File: config.mk
export PLATFORM = sky130hd
export DESIGN_NAME = alu_op_sequencer
export DESIGN_NICKNAME = d
export VERILOG_FILES = /design/src/rtl/alu_op_sequencer.sv
export SDC_FILE = /design/constraint.sdc
export NUM_CORES = 1
export LEC_CHECK = 0
export CELL_PAD_IN_SITES_DETAIL_PLACEMENT = 0
export CELL_PAD_IN_SITES_GLOBAL_PLACEMENT = 2
export CORE_MARGIN = 2
export CORE_UTILIZATION = 29
export CTS_CLUSTER_SIZE = 20
export DETAILED_ROUTE_END_ITERATION = 6
export PLACE_DENSITY_LB_ADDON = 0.2
export SYNTH_ARGS = -nofsm -noshare
export SYNTH_HDL_FRONTEND = slang
export SYNTH_SLANG_ARGS = --single-unit
File: constraint.sdc
create_clock -name clk -period 1.8 [get_ports clk]
set_input_delay 0.36 -clock clk [delete_from_list [all_inputs] [get_ports clk]]
set_output_delay 0.36 -clock clk [all_outputs]
set_load 0.02 [all_outputs]
File: src/rtl/alu_op_sequencer.sv
// alu_op_sequencer
//   Initiator for the small 2-bit-operand ALU. It accepts an op command over a
//   valid/ready port and drives a/b/funct to the external combinational ALU.
//   It holds those inputs for a settle window, then samples the ALU result.
//   The result goes back over a valid/ready response port. One command can be
//   replayed 1..4 times back to back, with one response per issue.
//
//   Optional feature: define SEQ_CHECK_EN to add a reference model of the ALU.
//   The model is checked at every sample, and any mismatch sets check_err,
//   which stays high until reset. With the macro undefined, check_err is tied
//   low and the port list is unchanged.
//
//   Ports:
//     clk, rst_n                      clock, asynchronous active-low reset
//     cmd_valid/cmd_ready             command handshake (ready only in IDLE)
//     cmd_a, cmd_b, cmd_funct         command operands and function select
//     cmd_repeat                      issue count minus one
//     alu_a, alu_b, alu_funct         registered drive to the ALU
//     alu_out                         ALU result
//     rsp_valid/rsp_ready             response handshake
//     rsp_data, rsp_last              sampled result, final-issue flag
//     issued_cnt                      wrapping count of completed responses
//     check_err                       sticky reference-check error
module alu_op_sequencer #(
  parameter int OP_W          = 2,
  parameter int OUT_W         = 5,
  parameter int SETTLE_CYCLES = 1,
  parameter int CNT_W         = 8
) (
  input  logic             clk,
  input  logic             rst_n,
  input  logic             cmd_valid,
  output logic             cmd_ready,
  input  logic [OP_W-1:0]  cmd_a,
  input  logic [OP_W-1:0]  cmd_b,
  input  logic [OP_W-1:0]  cmd_funct,
  input  logic [1:0]       cmd_repeat,
  output logic [OP_W-1:0]  alu_a,
  output logic [OP_W-1:0]  alu_b,
  output logic [OP_W-1:0]  alu_funct,
  input  logic [OUT_W-1:0] alu_out,
  output logic             rsp_valid,
  input  logic             rsp_ready,
  output logic [OUT_W-1:0] rsp_data,
  output logic             rsp_last,
  output logic [CNT_W-1:0] issued_cnt,
  output logic             check_err
);

  typedef enum logic [1:0] {
    IDLE  = 2'd0,
    DRIVE = 2'd1,
    RESP  = 2'd2
  } state_t;

  localparam logic [3:0] SETTLE_INIT = 4'(SETTLE_CYCLES - 1);

  state_t     state;
  logic [1:0] rem;
  logic [3:0] settle;
  logic       rsp_fire;

  assign cmd_ready = (state == IDLE);
  assign rsp_fire  = rsp_valid & rsp_ready;

`ifdef SEQ_CHECK_EN
  localparam logic [OP_W-1:0] F_ADD = OP_W'(0);
  localparam logic [OP_W-1:0] F_SUB = OP_W'(1);
  localparam logic [OP_W-1:0] F_AND = OP_W'(2);

  logic [OUT_W-1:0] ext_a;
  logic [OUT_W-1:0] ext_b;
  logic [OUT_W-1:0] expected;
  logic             mismatch;

  // Operands are zero-extended, and every result wraps modulo 2^OUT_W.
  always_comb begin
    ext_a    = OUT_W'(alu_a);
    ext_b    = OUT_W'(alu_b);
    expected = '0;
    if (alu_funct == F_ADD)      expected = ext_a + ext_b;
    else if (alu_funct == F_SUB) expected = ext_a - ext_b;
    else if (alu_funct == F_AND) expected = ext_a & ext_b;
    else                         expected = ext_a * ext_b;
  end

  assign mismatch = (expected != alu_out);
`else
  assign check_err = 1'b0;
`endif

  always_ff @(posedge clk or negedge rst_n) begin
    if (!rst_n) begin
      state      <= IDLE;
      rem        <= '0;
      settle     <= '0;
      alu_a      <= '0;
      alu_b      <= '0;
      alu_funct  <= '0;
      rsp_valid  <= 1'b0;
      rsp_data   <= '0;
      rsp_last   <= 1'b0;
      issued_cnt <= '0;
`ifdef SEQ_CHECK_EN
      check_err  <= 1'b0;
`endif
    end else begin
      case (state)
        IDLE: begin
          // The ALU inputs keep their last driven values while idle.
          if (cmd_valid) begin
            alu_a     <= cmd_a;
            alu_b     <= cmd_b;
            alu_funct <= cmd_funct;
            rem       <= cmd_repeat;
            settle    <= SETTLE_INIT;
            state     <= DRIVE;
          end
        end
        DRIVE: begin
          if (settle == 4'd0) begin
            rsp_data  <= alu_out;
            rsp_valid <= 1'b1;
            rsp_last  <= (rem == 2'd0);
            state     <= RESP;
`ifdef SEQ_CHECK_EN
            if (mismatch) check_err <= 1'b1;
`endif
          end else begin
            settle <= settle - 4'd1;
          end
        end
        RESP: begin
          if (rsp_fire) begin
            rsp_valid  <= 1'b0;
            issued_cnt <= issued_cnt + CNT_W'(1);
            if (rem == 2'd0) begin
              state <= IDLE;
            end else begin
              rem    <= rem - 2'd1;
              settle <= SETTLE_INIT;
              state  <= DRIVE;
            end
          end
        end
        default: state <= IDLE;
      endcase
    end
  end

endmodule
## Word level (Yosys, flattened, before mapping)

Index checks and enable logic that the tools add are counted.

| storage, ports and cells | value |
|---|---|
| input bits | 17 |
| flip-flop bits (word level) | 29 |
| word-level logic and storage cells | 51 |
| output and inout port bits | 23 |

| operators by class | value |
|---|---|
| $add $sub $neg | 3 |
| muxes and demuxes | 17 |
| reduce and logical (&&, ||, !) cells | 13 |
| bitwise operators | 1 |
| equality and inequality tests | 7 |

Operators by type and width:

| kind | count |
|---|---|
| two-way mux 4 bit | 4 |
| two-way mux 2 bit | 6 |
| case mux 4 bit (3 select lines) | 1 |
| inequality test 2 bit (second input constant) | 5 |
| adder 8 x 1 -> 8 bit (second input constant) | 1 |
| case mux 2 bit (3 select lines) | 1 |
| AND reduction 2 bit | 3 |
| AND reduction 3 bit | 2 |
| AND reduction 5 bit | 1 |
| zero test 2 bit | 2 |
| zero test 4 bit | 1 |
| case mux 2 bit (2 select lines) | 1 |
| AND reduction 4 bit | 1 |
| nonzero test 2 bit | 2 |
| subtractor 4 x 1 -> 4 bit (second input constant) | 1 |
| two-way mux 1 bit | 3 |
| nonzero test 3 bit | 1 |
| == test 2 x 1 -> 1 bit (second input constant) | 1 |
| == test 2 bit (second input constant) | 1 |
| case mux 1 bit (2 select lines) | 1 |
| subtractor 2 x 1 -> 2 bit (second input constant) | 1 |
| AND 1 bit | 1 |

## Depth between registers and ports, before layout

| logic depth | value |
|---|---|
| depth after elaboration | 4 |
| gate-level depth with buffers | 7 |
| gate-level depth less buffers | 6 |

## Least setup slack after synthesis

OpenSTA, ideal clock, no wires.

| timing path | value |
|---|---|
| path type | flip-flop to flip-flop |
| from | reg settle[0] |
| to | reg rsp_data[0] |
| arrival | 1.521 ns |
| slack | 0.152 ns |
| library setup time | 0.127 ns |
| period minus slack after synthesis | 1.648 ns |
| data required time | 1.673 ns |
| stages on the path, launching flop included | 8 |
| buffers on the path | 1 |
| cell sequence | dfrtp_1 > inv_1 > ha_1 > nand2b_1 > nor3b_1 > nor2b_1 > buf_4 > mux2_1 |

| between the ends | value |
|---|---|
| cells in the longest elaborated chain, start to end | 2 |

Ends and longest elaborated chain:

| element | line | RTL |
|---|---|---|
| start, declared | 60 | `logic [3:0] settle;` |
| start signal, assigned | 130 | `settle <= settle - 4'd1;` |
| zero test 4 bit | 121 | `if (settle == 4'd0) begin` |
| AND reduction 2 bit (no line) | n/a |  |
| end signal, assigned | 122 | `rsp_data <= alu_out;` |
| end, declared | 44 | `output logic [OUT_W-1:0] rsp_data,` |

Every way passes these cells.
A chain may end at the register's enable or synchronous reset.

## Worst setup path after layout

| timing path | value |
|---|---|
| from | reg issued_cnt[2] |
| to | out issued_cnt[2] |

RTL lines:

| element | line | RTL |
|---|---|---|
| start, declared | 46 | `output logic [CNT_W-1:0] issued_cnt,` |
| start signal, assigned | 136 | `issued_cnt <= issued_cnt + CNT_W'(1);` |

No word-level cell between the ends.

==> impl_metrics.json <==
{
  "setup_viol": 0,
  "synth-simple-area-share_pct": 13.7,
  "crit_fanout": 5,
  "timing.rr.start": "settle[1]",
  "final_common_cell": "clkdlybuf4s50_1",
  "reg2reg_slack_ps": 110,
  "arrival_ps": 1350,
  "vias": 1026,
  "nNetsFinal": 188,
  "gp_congestion": 0.741,
  "setup_ws_ps": 91.5,
  "place_ws_ps": 58.3,
  "synth_nets": 135,
  "grt_max_degree": 30,
  "fp-row-count": 24,
  "rr_endpoint": "rsp_data[3]",
  "first_pass_iters": 4,
  "synth.avg_cell_area_sq_um": 11.9,
  "max_freq_mhz": 585,
  "rsz0062_at_grt": "true",
  "synth_mux_area_share_pct": 12.2,
  "yosys_register_bits": 29,
  "numCtsBuffers": 5,
  "cts.sinks": 29,
  "holdBufCountCts": 0,
  "worst_skew_pair.late_latency_ps": 280,
  "drive_gt1_share_pct": 18.5,
  "cp_num_cells": 1,
  "diodes": 0,
  "min_path_type": "in -> async",
  "synth_fa_ha_area_share_pct": 3.70,
  "area_growth_pct": 46.5,
  "io_buffers": 38,
  "period_minus_slack_ps": 1710,
  "syn_area_sq_um": 1350,
  "die_h_um": 72.3,
  "post_drt_wl_per_cell_um": 13.1,
  "slew_violations": 0,
  "clk_pin_slew_ps": 70,
  "nFillCells": 410,
  "reg2reg_depth": 7,
  "grt_pass1_wl_um": 4910,
  "vias_per_cell": 4.66,
  "final_cell_mix": "clkdlybuf4s50_1, dfrtp_1, buf_4",
  "synth_compound_area_share_pct": 7.77,
  "synth_top_family_by_area": "simple AND/OR/NAND/NOR gates",
  "path_buf_inv": 1,
  "cts_tree": "done",
  "async_flop_share_pct": 100,
  "drtAntennaViolNets": 0,
  "ys.flop_type": "dfrtp_1",
  "gr-usage-all-layers_pct": 12.5,
  "criticalPathCategory": "reg -> out",
  "grt_overflow": 0,
  "drc": 0,
  "crit_path_max_incr_delay_ps": 630,
  "synth-edff-count": 0,
  "syn_inst": 114,
  "cts.path.max_buffers": 2,
  "critPathTopFamily": "buffers and inverters",
  "status": "complete, no violations",
  "root_buffer": "clkbuf_8",
  "path_cells": "clkdlybuf4s50_1",
  "peakVddDrop_v": 0.000649,
  "dieArea_sq_um": 5230,
  "first_global_vias": 1028,
  "period_share_pct": 94.9,
  "start_util_pct": 30.6,
  "fp.coreArea_sq_um": 4410,
  "hpwl_um": 2140,
  "maxCapViolCount": 0,
  "critPathRequiredTime_ps": 1440,
  "crit_path_top_delay_cell": "clkdlybuf4s50_1",
  "p_per_area_nw_per_um2": 1790,
  "finClkSkew_ps": 5.02,
  "endpoint_kind": "primary output",
  "synth-xor-area-share_pct": 4.53,
  "drt_iter0_markers": 65,
  "whs_ps": 469,
  "die_w_um": 72.3,
  "hold_violations": 0,
  "yosysWarnings": 0,
  "io_pins": 40,
  "yosysSeqAreaShare_pct": 53.7,
  "critPathLaunch": "issued_cnt[2]",
  "antenna_found_initial": 0,
  "static-leakage-power_nw": 0.908,
  "wl_um": 2880,
  "synth_cell_type_count": 35,
  "critPathLaunchType": "flop",
  "cts_htree_levels": 2,
  "crit_path_end": "issued_cnt[2]"
}
[where the power goes]
group | total (W) | switching, W | leakage [nW] | internal, W
Combinational | 0.00175 | 0.000813 | 0.489 | 0.000934
Sequential | 0.00111 | 0.000192 | 0.361 | 0.000918
Clock | 0.000697 | 0.000246 | 0.0585 | 0.000451
[per-layer routing]
metal	routed length (um)	global-route usage (%)	part of all wire (%)
met1	1340	16.5	46
met2	1310	18.3	46
met3	180	4.86	6.2
met4	49	5.03	1.7
met5	0	0	0
[how the worst min path moves through the flow]
stage | start | to | slack (ps) | cells past startpoint
final | rst_n | settle[1] | 470 | 2
after global routing | issued_cnt[7] | issued_cnt[7] | 490 | 1
after CTS | issued_cnt[7] | issued_cnt[7] | 470 | 1
after detailed placement | issued_cnt[7] | issued_cnt[7] | 460 | 1
after global placement | issued_cnt[7] | issued_cnt[7] | 460 | 1
after floorplan | rst_n | alu_a[0] | 60 | 0
[per-stage QoR]
| stage | cells | util, % | cell area [sq um] | power (W) | setup TNS (ps) |
|---|---|---|---|---|---|
| after global routing | 220 | 44.9 | 1980 | 0.00382 | -68.4 |
| after floorplan | 114 | - | 1350 | 0.00212 | 0 |
| after global placement | 210 | 41.8 | 1850 | 0.00283 | 0 |
| after CTS | 218 | 44.4 | 1960 | 0.00358 | 0 |
| final | 220 | 44.9 | 1980 | 0.00355 | 0 |
| after detailed placement | 210 | 41.8 | 1850 | 0.00287 | 0 |
[Yosys cell counts, types with 2 or more instances]
master     n  area, sq um
a21o_1     3         22.5
a21oi_1    2         10.0
a22o_1     3         26.3
buf_4      2         15.0
clkbuf_1   2         7.51
dfrtp_1   29          726
ha_1       4         50.1
inv_1      6         22.5
mux2_1     6         67.6
mux2_2     6         67.6
mux2i_1    3         30.0
nand2_1    8         30.0
nand3_1    3         15.0
nor2_1     9         33.8
nor3_1     2         10.0
o32a_1     2         20.0
xnor2_1    3         26.3
xor2_1     4         35.0
[final cells by class]
class                   instances  area (sq um)  area share, %
flip-flops and latches         29           726           36.6
multi-input cells              74           576           29.0
repair buffers                 51           477           24.1
clock buffers                   7          86.3           4.36
well taps                      52          65.1           3.28
clock inverters                 1          30.0           1.52
inverters                       6          22.5           1.14
[logic make-up after synthesis]
kind of cell               Yosys count
and+or+nand+nor                     34
DFF                                 29
muxes                               15
AOI/OAI and AO/OA                   13
buffers and inverters               11
xor gates and xnor gates             7
adders and majority gates            4
other                                1
[state kept, by name, indices dropped and copies added, names as in the netlist]
register,count
alu_a,2
state,2
rem,2
settle,4
alu_b,2
rsp_data,5
rsp_last,1
rsp_valid,1
issued_cnt,8
alu_funct,2
[what timing repair did]
action	4_1_cts	5_1_grt
hold endpoints to repair	0	0
endpoints found under the setup margin	1	6
setup buffers	0	2
resized for setup	1	1
pin swaps	0	1
Power figures use the tool's default switching activity.
